### config.mk
export PLATFORM = sky130hd
export DESIGN_NAME = addsub_arbiter
export DESIGN_NICKNAME = d
export VERILOG_FILES = /design/src/rtl/addsub_arbiter.sv
export SDC_FILE = /design/constraint.sdc
export NUM_CORES = 1
export LEC_CHECK = 0
export ABC_CLOCK_PERIOD_IN_PS = 4400
export BUFFER_PORTS_ARGS = -buffer_cell sky130_fd_sc_hd__buf_2
export CORE_MARGIN = 1
export CORE_UTILIZATION = 49
export CTS_CLUSTER_DIAMETER = 150
export DETAILED_ROUTE_END_ITERATION = 6
export PLACE_DENSITY = 0.9
export SLEW_MARGIN = 10
export SYNTH_ARGS = -nofsm -noshare
export SYNTH_HDL_FRONTEND = slang
export SYNTH_SLANG_ARGS = --single-unit
### constraint.sdc
create_clock -name clk -period 4.4 [get_ports clk]
set_input_delay 0.44 -clock clk [delete_from_list [all_inputs] [get_ports clk]]
set_output_delay 0.44 -clock clk [all_outputs]
set_load 0.1 [all_outputs]
### src/rtl/addsub_arbiter.sv
// ---------------------------------------------------------------------------
// addsub_arbiter
//
// Purpose:
//   Two requesters share one external WIDTH-bit adder/subtractor.
//   Requester operations are accepted over valid/ready, and the operands are
//   registered onto the shared unit (au_*). Its result is captured one cycle
//   later and then returned on the requester's own response channel. Only
//   one transaction is in flight at a time, and ties are resolved
//   round-robin.
//
// Handshake semantics (all channels):
//   A transfer happens on a rising clk edge where valid && ready are both 1.
//   The source holds valid and payload stable until it sees ready. The
//   source may drop valid before ready; no transfer happens in that case.
//   req*_ready is combinational from req*_valid in IDLE.
//
// Ports:
//   clk, rst_n                 clock (rising edge), async active-low reset
//   reqN_valid/ready           requester N operation channel
//   reqN_a, reqN_b, reqN_op    operands; op 0 = A+B, 1 = A-B
//   rspN_valid/ready           requester N response channel
//   rspN_s/carry/overflow      result, raw carry-out, signed overflow
//   au_a, au_b, au_op          registered drive to the shared unit
//   au_s/carry/overflow        shared unit outputs (combinational from au_*)
//   cnt0, cnt1, ovf_seen       statistics (only with ADDSUB_ARB_STATS_EN)
//   dbg_state                  current FSM state (0 IDLE, 1 EXEC, 2 RESP)
//
// Optional feature macro: ADDSUB_ARB_STATS_EN
//   When this macro is defined, the block adds per-requester completion
//   counters and a sticky overflow flag.
// ---------------------------------------------------------------------------
module addsub_arbiter #(
   parameter int WIDTH = 8
) (
   input  logic             clk,
   input  logic             rst_n,
   // requester 0
   input  logic             req0_valid,
   output logic             req0_ready,
   input  logic [WIDTH-1:0] req0_a,
   input  logic [WIDTH-1:0] req0_b,
   input  logic             req0_op,
   output logic             rsp0_valid,
   input  logic             rsp0_ready,
   output logic [WIDTH-1:0] rsp0_s,
   output logic             rsp0_carry,
   output logic             rsp0_overflow,
   // requester 1
   input  logic             req1_valid,
   output logic             req1_ready,
   input  logic [WIDTH-1:0] req1_a,
   input  logic [WIDTH-1:0] req1_b,
   input  logic             req1_op,
   output logic             rsp1_valid,
   input  logic             rsp1_ready,
   output logic [WIDTH-1:0] rsp1_s,
   output logic             rsp1_carry,
   output logic             rsp1_overflow,
   // shared add/sub unit
   output logic [WIDTH-1:0] au_a,
   output logic [WIDTH-1:0] au_b,
   output logic             au_op,
   input  logic [WIDTH-1:0] au_s,
   input  logic             au_carry,
   input  logic             au_overflow,
`ifdef ADDSUB_ARB_STATS_EN
   output logic [15:0]      cnt0,
   output logic [15:0]      cnt1,
   output logic             ovf_seen,
`endif
   output logic [1:0]       dbg_state
);

   typedef enum logic [1:0] {
      S_IDLE = 2'd0,
      S_EXEC = 2'd1,
      S_RESP = 2'd2
   } state_t;

   state_t state;
   logic   last_grant;   // requester served most recently
   logic   cur_grant;    // requester owning the in-flight transaction

   // ------------------------------------------------------------------------
   // Grant selection (meaningful only in IDLE)
   // ------------------------------------------------------------------------
   logic gnt_any;
   logic gnt_sel;

   always_comb begin
      gnt_any = req0_valid | req1_valid;
      gnt_sel = 1'b0;
      if (req0_valid && req1_valid) begin
         // Tie: the requester that did not go last wins.
         gnt_sel = ~last_grant;
      end else if (req1_valid) begin
         gnt_sel = 1'b1;
      end
   end

   // Ready is gated by rst_n so nothing appears accepted while in reset.
   assign req0_ready = rst_n && (state == S_IDLE) && req0_valid && !gnt_sel;
   assign req1_ready = rst_n && (state == S_IDLE) && req1_valid &&  gnt_sel;

   logic accept;
   assign accept = (req0_valid && req0_ready) || (req1_valid && req1_ready);

   // Response handshake for the in-flight transaction.
   logic rsp_done;
   assign rsp_done = (state == S_RESP) &&
                     (cur_grant ? (rsp1_valid && rsp1_ready)
                                : (rsp0_valid && rsp0_ready));

   // ------------------------------------------------------------------------
   // Controller FSM with registered datapath outputs
   // ------------------------------------------------------------------------
   always_ff @(posedge clk or negedge rst_n) begin
      if (!rst_n) begin
         state         <= S_IDLE;
         last_grant    <= 1'b1;
         cur_grant     <= 1'b0;
         au_a          <= '0;
         au_b          <= '0;
         au_op         <= 1'b0;
         rsp0_valid    <= 1'b0;
         rsp0_s        <= '0;
         rsp0_carry    <= 1'b0;
         rsp0_overflow <= 1'b0;
         rsp1_valid    <= 1'b0;
         rsp1_s        <= '0;
         rsp1_carry    <= 1'b0;
         rsp1_overflow <= 1'b0;
      end else begin
         case (state)
            S_IDLE: begin
               // au_* only ever change here, so the shared unit sees stable
               // operands for the whole EXEC cycle and beyond.
               if (accept) begin
                  cur_grant <= gnt_sel;
                  au_a      <= gnt_sel ? req1_a  : req0_a;
                  au_b      <= gnt_sel ? req1_b  : req0_b;
                  au_op     <= gnt_sel ? req1_op : req0_op;
                  state     <= S_EXEC;
               end
            end

            S_EXEC: begin
               // The shared unit is combinational, so its result is settled
               // one cycle after the operands were registered.
               if (cur_grant) begin
                  rsp1_s        <= au_s;
                  rsp1_carry    <= au_carry;
                  rsp1_overflow <= au_overflow;
                  rsp1_valid    <= 1'b1;
               end else begin
                  rsp0_s        <= au_s;
                  rsp0_carry    <= au_carry;
                  rsp0_overflow <= au_overflow;
                  rsp0_valid    <= 1'b1;
               end
               state <= S_RESP;
            end

            S_RESP: begin
               // Result registers stay untouched until the consumer takes it.
               if (rsp_done) begin
                  if (cur_grant) rsp1_valid <= 1'b0;
                  else           rsp0_valid <= 1'b0;
                  last_grant <= cur_grant;
                  state      <= S_IDLE;
               end
            end

            default: begin
               state <= S_IDLE;
            end
         endcase
      end
   end

   assign dbg_state = state;

`ifdef ADDSUB_ARB_STATS_EN
   // ------------------------------------------------------------------------
   // Statistics: completed responses per requester, sticky overflow flag
   // ------------------------------------------------------------------------
   always_ff @(posedge clk or negedge rst_n) begin
      if (!rst_n) begin
         cnt0     <= 16'd0;
         cnt1     <= 16'd0;
         ovf_seen <= 1'b0;
      end else begin
         if (rsp_done && !cur_grant) cnt0 <= cnt0 + 16'd1;  // wraps naturally
         if (rsp_done &&  cur_grant) cnt1 <= cnt1 + 16'd1;
         if ((state == S_EXEC) && au_overflow) ovf_seen <= 1'b1;
      end
   end
`endif

endmodule

Word-level counts from Yosys, hierarchy flattened
Cells that the tools add are included.
- flip-flop bits (word level): 43
- output and inout bits: 43
- bits of input ports: 50
- logic and storage cells: 63
- reductions and logical operators: 22
- muxes and demuxes: 17
- bitwise operators: 2
- eq/ne operators: 8
- operators with widths (operator ; count):
    $mux W8 ; 2
    $ne A2 B2 Y1 const B ; 6
    $logic_and A1 B1 Y1 ; 11
    $mux W1 ; 10
    $reduce_and A2 Y1 ; 5
    $reduce_and A4 Y1 ; 2
    $pmux W2 S3 ; 1
    $mux W2 ; 2
    $pmux W1 S2 ; 2
    $eq A2 B1 Y1 const B ; 1
    $eq A2 B2 Y1 const B ; 1
    $logic_not A2 Y1 ; 1
    $not A1 Y1 ; 2
    $reduce_bool A2 Y1 ; 1
    $logic_not A1 Y1 ; 1
    $logic_or A1 B1 Y1 ; 1

Longest topological paths before layout
Gate-level depths: netlist of run 1.
- word-level depth: 8
- depth in mapped cells: 5
- depth with buffers taken out: 3

Least setup slack after synthesis of run 1
Ideal clock, no wire load.
- path type: reg2out
- start point: reg state[1], in the netlist dbg_state[1]
- end point: out req0_ready
- buffers on the path: 1
- cell stages (with the launch flop): 4
- slack: 0.407 ns
- arrival: 3.553 ns
- data required time: 3.960 ns
- cells stage by stage: dfrtp_1 -> buf_2 -> or3b_4 -> nor3_1
- longest elaborated chain between the ends: 4
- ends and longest elaborated chain (what ; RTL line ; text):
    from (decl) ; 81 ; state_t state;
    from (signal assigned) ; 120 ; state <= S_IDLE;
    from (signal assigned) ; 144 ; state <= S_EXEC;
    from (signal assigned) ; 162 ; state <= S_RESP;
    $logic_not A2 Y1 ; 103 ; assign req0_ready = rst_n && (state == S_IDLE) && req0_valid && !gnt_sel;
    $logic_and A1 B1 Y1 (3 in a row) ; 103 ;
    to (decl) ; 40 ; output logic req0_ready,
Every way passes these cells.

Final worst setup path of run 1
- start point: in rst_n
- end point: out req0_ready
- longest elaborated chain between the ends: 3
- ends and longest elaborated chain (what ; RTL line ; text):
    from (decl) ; 37 ; input logic rst_n,
    $logic_and A1 B1 Y1 (3 in a row) ; 103 ;
Every way passes these cells.

==> metrics.cfg, run 1 <==
[outcome]
outcome=complete, no violations

[floorplanning]
die_h_um=64.5
pin_count=93
initial_core_util_pct=51.8
dieArea_um2=4160
die_w_um=64.5
rows=22
core-area_um2=3690

[clock_tree]
path_clk_slew_ns=0.08
cts_buffers=5
clock_latency_ns=0.29
cts.sinks=43
ctsResizeCount=0
cts_setup_buffers=0
cts_tree=done
clk_path_buf_depth=2
cts_hold_buf=0
htreeDepth=2
cts_root_buf=clkbuf_8

[timing]
hold_violations=0
finClkSkew_ns=0.00470
relSlewSlack_pct=60.7
rsz0062_at_grt=false
setup_viol=0
finalMaxSlewViolations=0
final.setup.tns_ns=0
period_needed_ns=2.54
tightestPinTransition_ns=0.587
fmax_mhz=394
finalCritPeriodShare_pct=57.7

[synth]
netlist_instances=138
syn_area_per_cell_um2=13.9
synthTopCellsByArea=dfrtp_1 (55%), mux2_2 (12%), o32ai_1 (7.8%)
syn-num-nets=188
netlist_area_um2=1910
synth_cell_types=27
yosys.area.top_type=dfrtp_1
async_reset_ff_share_pct=100
synth_edf_count=0
synth_top_area_share_pct=55.0
synth-seq-cells=43
yosys_warnings=0
synthFlopType=dfrtp_1
ys_seq_area_share_pct=56.3

[detailed_routing]
route.detailed.drc=0
vias_per_cell=5.31
via_count=1475
wl_mm=4.05
wl_per_cell_um=14.6
firstDrtPassIters=4
ant_nets=0
drt-initial-drc-count=62

[hold_path]
hp-class=in -> async

[setup_path]
r2r_start=dbg_state[0]
worstReg2RegEnd=au_b[0]
crit_path_start_kind=input port
critical_path_class=in -> out
worstPathArrival_ns=2.10
cp_max_fo=45
rrSetupSlack_ns=2.85
end_kind=output port
r2r_cells=3
required_ns=3.96

[layout]
layout-drive-gt1-share_pct=59.6
nNetsFinal=280
layout_common_cells=buf_2 (92), dfrtp_1 (42), mux2_2 (20)
synthToLayoutAreaGrowth_pct=30.2
final_common_cell=buf_2
diodes=0

[place]
port_buffers=92
dp_hpwl_mm=3.02
place_congestion=0.698

[run]
drv_cap=0

[global_routing]
track_usage_pct=21.9
grt_pass1_vias=1550
grt_max_degree=46
antenna_found_initial=0
overflow=0
grt_pass1_wl_mm=6.78

kinds of logic after synthesis:
group | share of synthesized area [%]
muxes | 11.8
buffers and inverters | 3.40
and+or+nand+nor | 7.39
AOI/OAI and AO/OA | 21.1
DFF | 56.3
flip-flops by register name, indices dropped and copies added, names as in the netlist:
signal	count
au_b	8
cur_grant	1
rsp0_valid	1
dbg_state	2
rsp0_overflow	1
last_grant	1
rsp1_valid	1
rsp1_s	8
au_a	8
rsp1_carry	1
au_op	1
rsp0_carry	1
rsp1_overflow	1
rsp0_s	8
per-layer routing:
layer,vias up,part of all wire [%],global-route usage (%)
met5,-,0,0
met3,8,7.5,6.69
met4,0,2.2,11.7
met1,683,42,24.6
met2,71,48,37.1
li1,713,-,-
cells in the mapped netlist, drive strengths merged (2+ instances only):
| cell | count |
|---|---|
| nand2b | 2 |
| o32ai | 17 |
| nand3b | 2 |
| inv | 2 |
| nand3 | 3 |
| buf | 6 |
| o21ai | 3 |
| clkbuf | 4 |
| dfrtp | 42 |
| nor2 | 8 |
| a21oi | 3 |
| mux2 | 20 |
| a2bb2oi | 17 |
worst max-delay path by stage:
stage,to,cells after the start,slack (ns),start
after floorplan,req0_ready,3,0.41,dbg_state[1]
after global placement,req0_ready,5,1.84,rst_n
after detailed placement,req0_ready,5,1.82,rst_n
after CTS,req0_ready,5,1.80,rst_n
after global routing,req0_ready,5,1.71,rst_n
final,req0_ready,5,1.86,rst_n
metrics by stage:
stage	setup WS, ns	cell area, µm²	hold WS, ns	std cells	utilization [%]
after floorplan	0.407	1910	0.144	138	-
after global placement	1.84	2400	0.486	271	65.0
after detailed placement	1.82	2400	0.489	271	65.0
after CTS	1.80	2490	0.220	278	67.5
after global routing	1.71	2490	0.249	278	67.5
final	1.86	2490	0.210	278	67.5
cell type report:
cell class              count  area [µm²]
clock buffers               6        82.6
clock inverters             1        8.76
fillers                   295        1200
inverters                   2        7.51
multi-input cells          83         769
flip-flops and latches     43        1080
well taps                  48        60.1
repair buffers             95         483
critical path, cell delays in order:
cell and delay [ns]:
buf_2 0.08, buf_4 0.44, or3b_4 0.49, nor3_1 0.18
buf_2 0.45
Power of run 1 is not shown: default switching activity piles up to over one toggle a cycle in this logic, so the estimate is an artifact.
==> run 2, diff against run 1 <==
--- a/config.mk
+++ b/config.mk
@@ -5,13 +5,13 @@
 export SDC_FILE = /design/constraint.sdc
 export NUM_CORES = 1
 export LEC_CHECK = 0
-export ABC_CLOCK_PERIOD_IN_PS = 4400
+export ABC_CLOCK_PERIOD_IN_PS = 2500
 export BUFFER_PORTS_ARGS = -buffer_cell sky130_fd_sc_hd__buf_2
 export CORE_MARGIN = 1
-export CORE_UTILIZATION = 49
+export CORE_UTILIZATION = 45
 export CTS_CLUSTER_DIAMETER = 150
 export DETAILED_ROUTE_END_ITERATION = 6
-export PLACE_DENSITY = 0.9
+export PLACE_DENSITY = 0.84
 export SLEW_MARGIN = 10
 export SYNTH_ARGS = -nofsm -noshare
 export SYNTH_HDL_FRONTEND = slang
==> constraint.sdc (replaced) <==
create_clock -name clk -period 2.5 [get_ports clk]
set_input_delay 0.25 -clock clk [delete_from_list [all_inputs] [get_ports clk]]
set_output_delay 0.25 -clock clk [all_outputs]
set_load 0.1 [all_outputs]
==> run 2 against run 1 <==
Net effect: flip-flop and latch count unchanged; utilization decreased by 4.7 points; sequential share of layout area decreased by 0.71 points; final cell count increased by 1.1%; design area increased by 1.7%; die area increased by 8.6%; critical path type is now reg -> out; via count increased by 2.1%.
==> metrics.cfg, run 2 (synthesized netlist as in run 1, its figures left out) <==
[global_routing]
antenna_found_initial=0
grt_pass1_vias=1368
track_usage_pct=19.5
overflow=0
grt_max_degree=45
grt_pass1_wl_mm=6.43

[timing]
finalMaxSlewViolations=0
rsz0062_at_grt=false
tightestPinTransition_ns=0.583
hold_violations=0
fin_ws_ns=0.575
period_needed_ns=1.92
finClkSkew_ns=0.00371
finalCritPeriodShare_pct=77.0
setup_viol=0
fmax_mhz=520
relSlewSlack_pct=61.1

[clock_tree]
cts_tree=done
clock_latency_ns=0.29
cts_root_buf=clkbuf_8
cts_buffers=5
cts_setup_buffers=0
cts_hold_buf=0
cts.sinks=43
path_clk_slew_ns=0.07
clk_path_buf_depth=2
htreeDepth=2
ctsResizeCount=0

[floorplanning]
pin_count=93
initial_core_util_pct=47.5
die_w_um=67.2
die_h_um=67.2
rows=23
dieArea_um2=4510
core-area_um2=4030

[place]
dp.cells=273
dp_hpwl_mm=3.04
place_congestion=0.761
dp_slack_ns=0.869
port_buffers=92

[detailed_routing]
via_count=1506
wl_mm=4.16
wl_per_cell_um=14.8
vias_per_cell=5.36
firstDrtPassIters=4
ant_nets=0
drt-initial-drc-count=64
route.detailed.drc=0

[hold_path]
hp-class=in -> async

[layout]
synthToLayoutAreaGrowth_pct=32.3
diodes=0
nNetsFinal=280
final_common_cell=buf_2
utilization_pct=62.8
layout_common_cells=buf_2 (90), dfrtp_1 (42), mux2_2 (20)
stdcell_count=281
layout-drive-gt1-share_pct=59.7

[setup_path]
worstPathArrival_ns=1.67
critical_path_class=reg -> out
cp_max_fo=9
end_kind=output port
crit_path_start_kind=register
required_ns=2.25

[run]
drv_cap=0

[outcome]
outcome=complete, no violations

run 2: final cells by class:
cell class	count	area, µm²
clock buffer	7	76.3
clock inverter	1	5.00
fill	329	1500
inverter	2	7.51
multi-input combinational	83	788
sequential	43	1080
tap	50	62.6
timing repair buffer	95	513
run 2: worst paths after layout:
check / from / endpoint / slack [ns] / cells past startpoint
setup / recovery: dbg_state[1] / req0_ready / 0.58 / 3
hold / removal: rst_n / au_op / 0.07 / 2
setup reg to reg: dbg_state[1] / au_b[2] / 0.93 / 3
hold reg to reg: rsp0_s[6] / rsp0_s[6] / 0.51 / 1
max in group asynchronous: rst_n / last_grant / 2.06 / 2
min in group clk: au_carry / rsp0_carry / 0.20 / 2
run 2: worst max-delay path, cell delays in order, from the launching register on:
cell	delay [ns]
dfrtp_1	0.47
or3b_4	0.48
nor3_4	0.23
buf_12	0.20
run 2: through the flow:
step | setup TNS (ns) | instance area, µm² | hold WS (ns)
2_1_floorplan | -0.0362 | 1930 | -0.0456
3_3_place_gp | 0 | 2450 | 0.385
3_5_place_dp | 0 | 2450 | 0.391
4_1_cts | 0 | 2530 | 0.0754
5_1_grt | 0 | 2530 | 0.104
6_report | 0 | 2530 | 0.0692
run 2: routing by layer:
layer  routed length (µm)  up-vias  part of all wire (%)  global-route usage, %
li1                     -      717                     -                      -
met2                 1890       74                    45                   32.8
met4                   46        0                   1.1                   5.59
met1                 1880      710                    45                   24.2
met5                    0        -                     0                      0
met3                  339        5                   8.1                   5.91
Power of run 2 is left out for the same reason.
==> run 3, diff against run 2 <==
--- a/config.mk
+++ b/config.mk
@@ -5,13 +5,14 @@
 export SDC_FILE = /design/constraint.sdc
 export NUM_CORES = 1
 export LEC_CHECK = 0
-export ABC_CLOCK_PERIOD_IN_PS = 2500
+export ABC_AREA = 1
+export ABC_CLOCK_PERIOD_IN_PS = 1710
 export BUFFER_PORTS_ARGS = -buffer_cell sky130_fd_sc_hd__buf_2
 export CORE_MARGIN = 1
-export CORE_UTILIZATION = 45
+export CORE_UTILIZATION = 42
 export CTS_CLUSTER_DIAMETER = 150
 export DETAILED_ROUTE_END_ITERATION = 6
-export PLACE_DENSITY = 0.84
+export PLACE_DENSITY = 0.82
 export SLEW_MARGIN = 10
 export SYNTH_ARGS = -nofsm -noshare
 export SYNTH_HDL_FRONTEND = slang
==> constraint.sdc (replaced) <==
create_clock -name clk -period 1.71 [get_ports clk]
set_input_delay 0.171 -clock clk [delete_from_list [all_inputs] [get_ports clk]]
set_output_delay 0.171 -clock clk [all_outputs]
set_load 0.1 [all_outputs]
==> run 3 against run 2 <==
Net effect: the run now ends with DRC left; count of clock-buffer cells in the layout decreased by 2; first-iteration DRC count increased by 81%; synthesized cell count increased by 74%; critical path type unchanged.
==> metrics.cfg, run 3 <==
[setup_path]
worstReg2RegEnd=au_b[2]
crit_path_start_kind=register
end_kind=output port
required_ns=1.54
worstPathArrival_ns=1.49
r2r_start=dbg_state[1]
r2r_cells=6
rrSetupSlack_ns=0.17
cp_max_fo=3
critical_path_class=reg -> out

[hold_path]
hp-class=in -> reg
hold_depth=3
hold_start=au_s[1]
hold_end=rsp0_s[1]

[layout]
layout_common_cells=nand2_1 (99), buf_2 (89), dfrtp_1 (40)
synthToLayoutAreaGrowth_pct=37.7
stdcell_count=395
nNetsFinal=392
final_common_cell=nand2_1
diodes=0
layout-drive-gt1-share_pct=37.3
fillers=388

[floorplanning]
die_w_um=70.6
pin_count=93
die_h_um=70.6
rows=24
initial_core_util_pct=44.5
dieArea_um2=4990
core-area_um2=4440

[clock_tree]
cts_buffers=5
clock_latency_ns=0.30
clk_path_buf_depth=2
path_clk_slew_ns=0.09
cts_root_buf=clkbuf_8
cts_tree=done
cts.sinks=43
htreeDepth=2

[detailed_routing]
via_count=1859
firstDrtPassIters=6
drt-initial-drc-count=116
ant_nets=0
vias_per_cell=4.71
route.detailed.drc=14
wl_mm=4.55
wl_per_cell_um=11.5

[timing]
hold_violations=0
fin_ws_ns=0.0518
relSlewSlack_pct=66.7
setup_viol=0
period_needed_ns=1.66
finalMaxSlewViolations=0
tightestPinTransition_ns=0.500
fmax_mhz=603
finalCritPeriodShare_pct=97.0
finClkSkew_ns=0.00485

[global_routing]
grt_pass1_vias=1714
grt_pass1_wl_mm=7.58
overflow=0
antenna_found_initial=0
track_usage_pct=19.5
grt_max_degree=42

[synth]
ys_seq_area_share_pct=54.5
synth_top_area_share_pct=53.2
synthTopCellsByArea=dfrtp_1 (53%), nand2_1 (19%), nand3_1 (9.6%)
yosys_warnings=0
synth_cell_types=18
yosys.area.top_type=dfrtp_1
async_reset_ff_share_pct=100
yosys-top-cells-count=nand2_1 (99), dfrtp_1 (42), nand3_1 (38)
netlist_instances=240
netlist_area_um2=1980
synth-seq-cells=43
synth.most_common_cell=nand2_1
synthFlopType=dfrtp_1
syn-num-nets=290
syn_area_per_cell_um2=8.24
synth_edf_count=0

[place]
port_buffers=92
place_congestion=0.767
dp_slack_ns=0.215
dp.cells=380
dp_hpwl_mm=3.36

[outcome]
outcome=finished, violations left
violations=DRC

[run]
drv_cap=0

==> run 3: cell count changes after synthesis, moves of 9 or more <==
cell       delta
o32ai_1      -17
o21ai_0      +20
nand2_1      +98
mux2_2       -20
nand3_1      +35
inv_1        +15
a2bb2oi_2     -9
==> run 3: kinds of logic after synthesis <==
logic type | after synthesis | synth area share, %
AOI/OAI and AO/OA | 24 | 6.65
buffers and inverters | 28 | 6.77
DFF | 43 | 54.5
and+or+nand+nor | 145 | 32.1
==> run 3: layout make-up <==
| class | count | area [µm²] | share of cell area [%] |
|---|---|---|---|
| Clock inverter | 3 | 25.0 | 0.919 |
| Sequential cell | 43 | 1080 | 39.8 |
| Timing Repair Buffer | 106 | 601 | 22.1 |
| Inverter | 17 | 67.6 | 2.48 |
| Tap cell | 52 | 65.1 | 2.39 |
| Multi-Input combinational cell | 169 | 811 | 29.8 |
| Clock buffer | 5 | 68.8 | 2.53 |
==> run 3: layer usage <==
| layer | routed length, µm | vias up | global-route usage, % |
|---|---|---|---|
| met5 | 0 | - | 0 |
| li1 | - | 965 | - |
| met1 | 1950 | 811 | 24.1 |
| met2 | 2180 | 76 | 32.9 |
| met4 | 82 | 0 | 8.22 |
| met3 | 341 | 7 | 4.84 |
==> run 3: what timing repair did <==
| action | CTS | global route |
|---|---|---|
| gates cloned | 0 | 0 |
| endpoints found under the hold margin | 2 | 0 |
| pin swaps | 3 | 2 |
| setup buffers | 2 | 4 |
| setup endpoints to repair | 1 | 1 |
| hold buffers | 1 | 0 |
| gates resized for setup | 5 | 2 |
==> run 3: critical path: stages (launching register included) <==
cell and delay, ns:
dfrtp_4 0.50, buf_4 0.16, nor2_4 0.13, nand3_4 0.09, nor2_4 0.13, buf_12 0.18
==> run 3: per-stage QoR <==
step,TNS (ns),cell area [µm²],hold WS (ns),utilization (%)
floorplan,-0.0284,2010,-0.125,-
global placement,0,2550,0.0121,57.3
detailed placement,0,2550,0.00802,57.3
CTS,0,2690,0.121,60.5
global route,-0.00631,2720,0.139,61.3
finish,0,2720,0.130,61.3
==> run 3: worst max path at each step <==
stage / start / endpoint / slack (ns) / cells after the start
after CTS: dbg_state[0] / req1_ready / 0.01 / 6
after global placement: last_grant / au_b[0] / 0.27 / 6
final: dbg_state[1] / req0_ready / 0.05 / 5
after floorplan: dbg_state[1] / req0_ready / -0.02 / 4
after detailed placement: last_grant / au_b[2] / 0.22 / 6
after global routing: dbg_state[1] / req0_ready / -0.006 / 5
Power of run 3 is left out for the same reason.
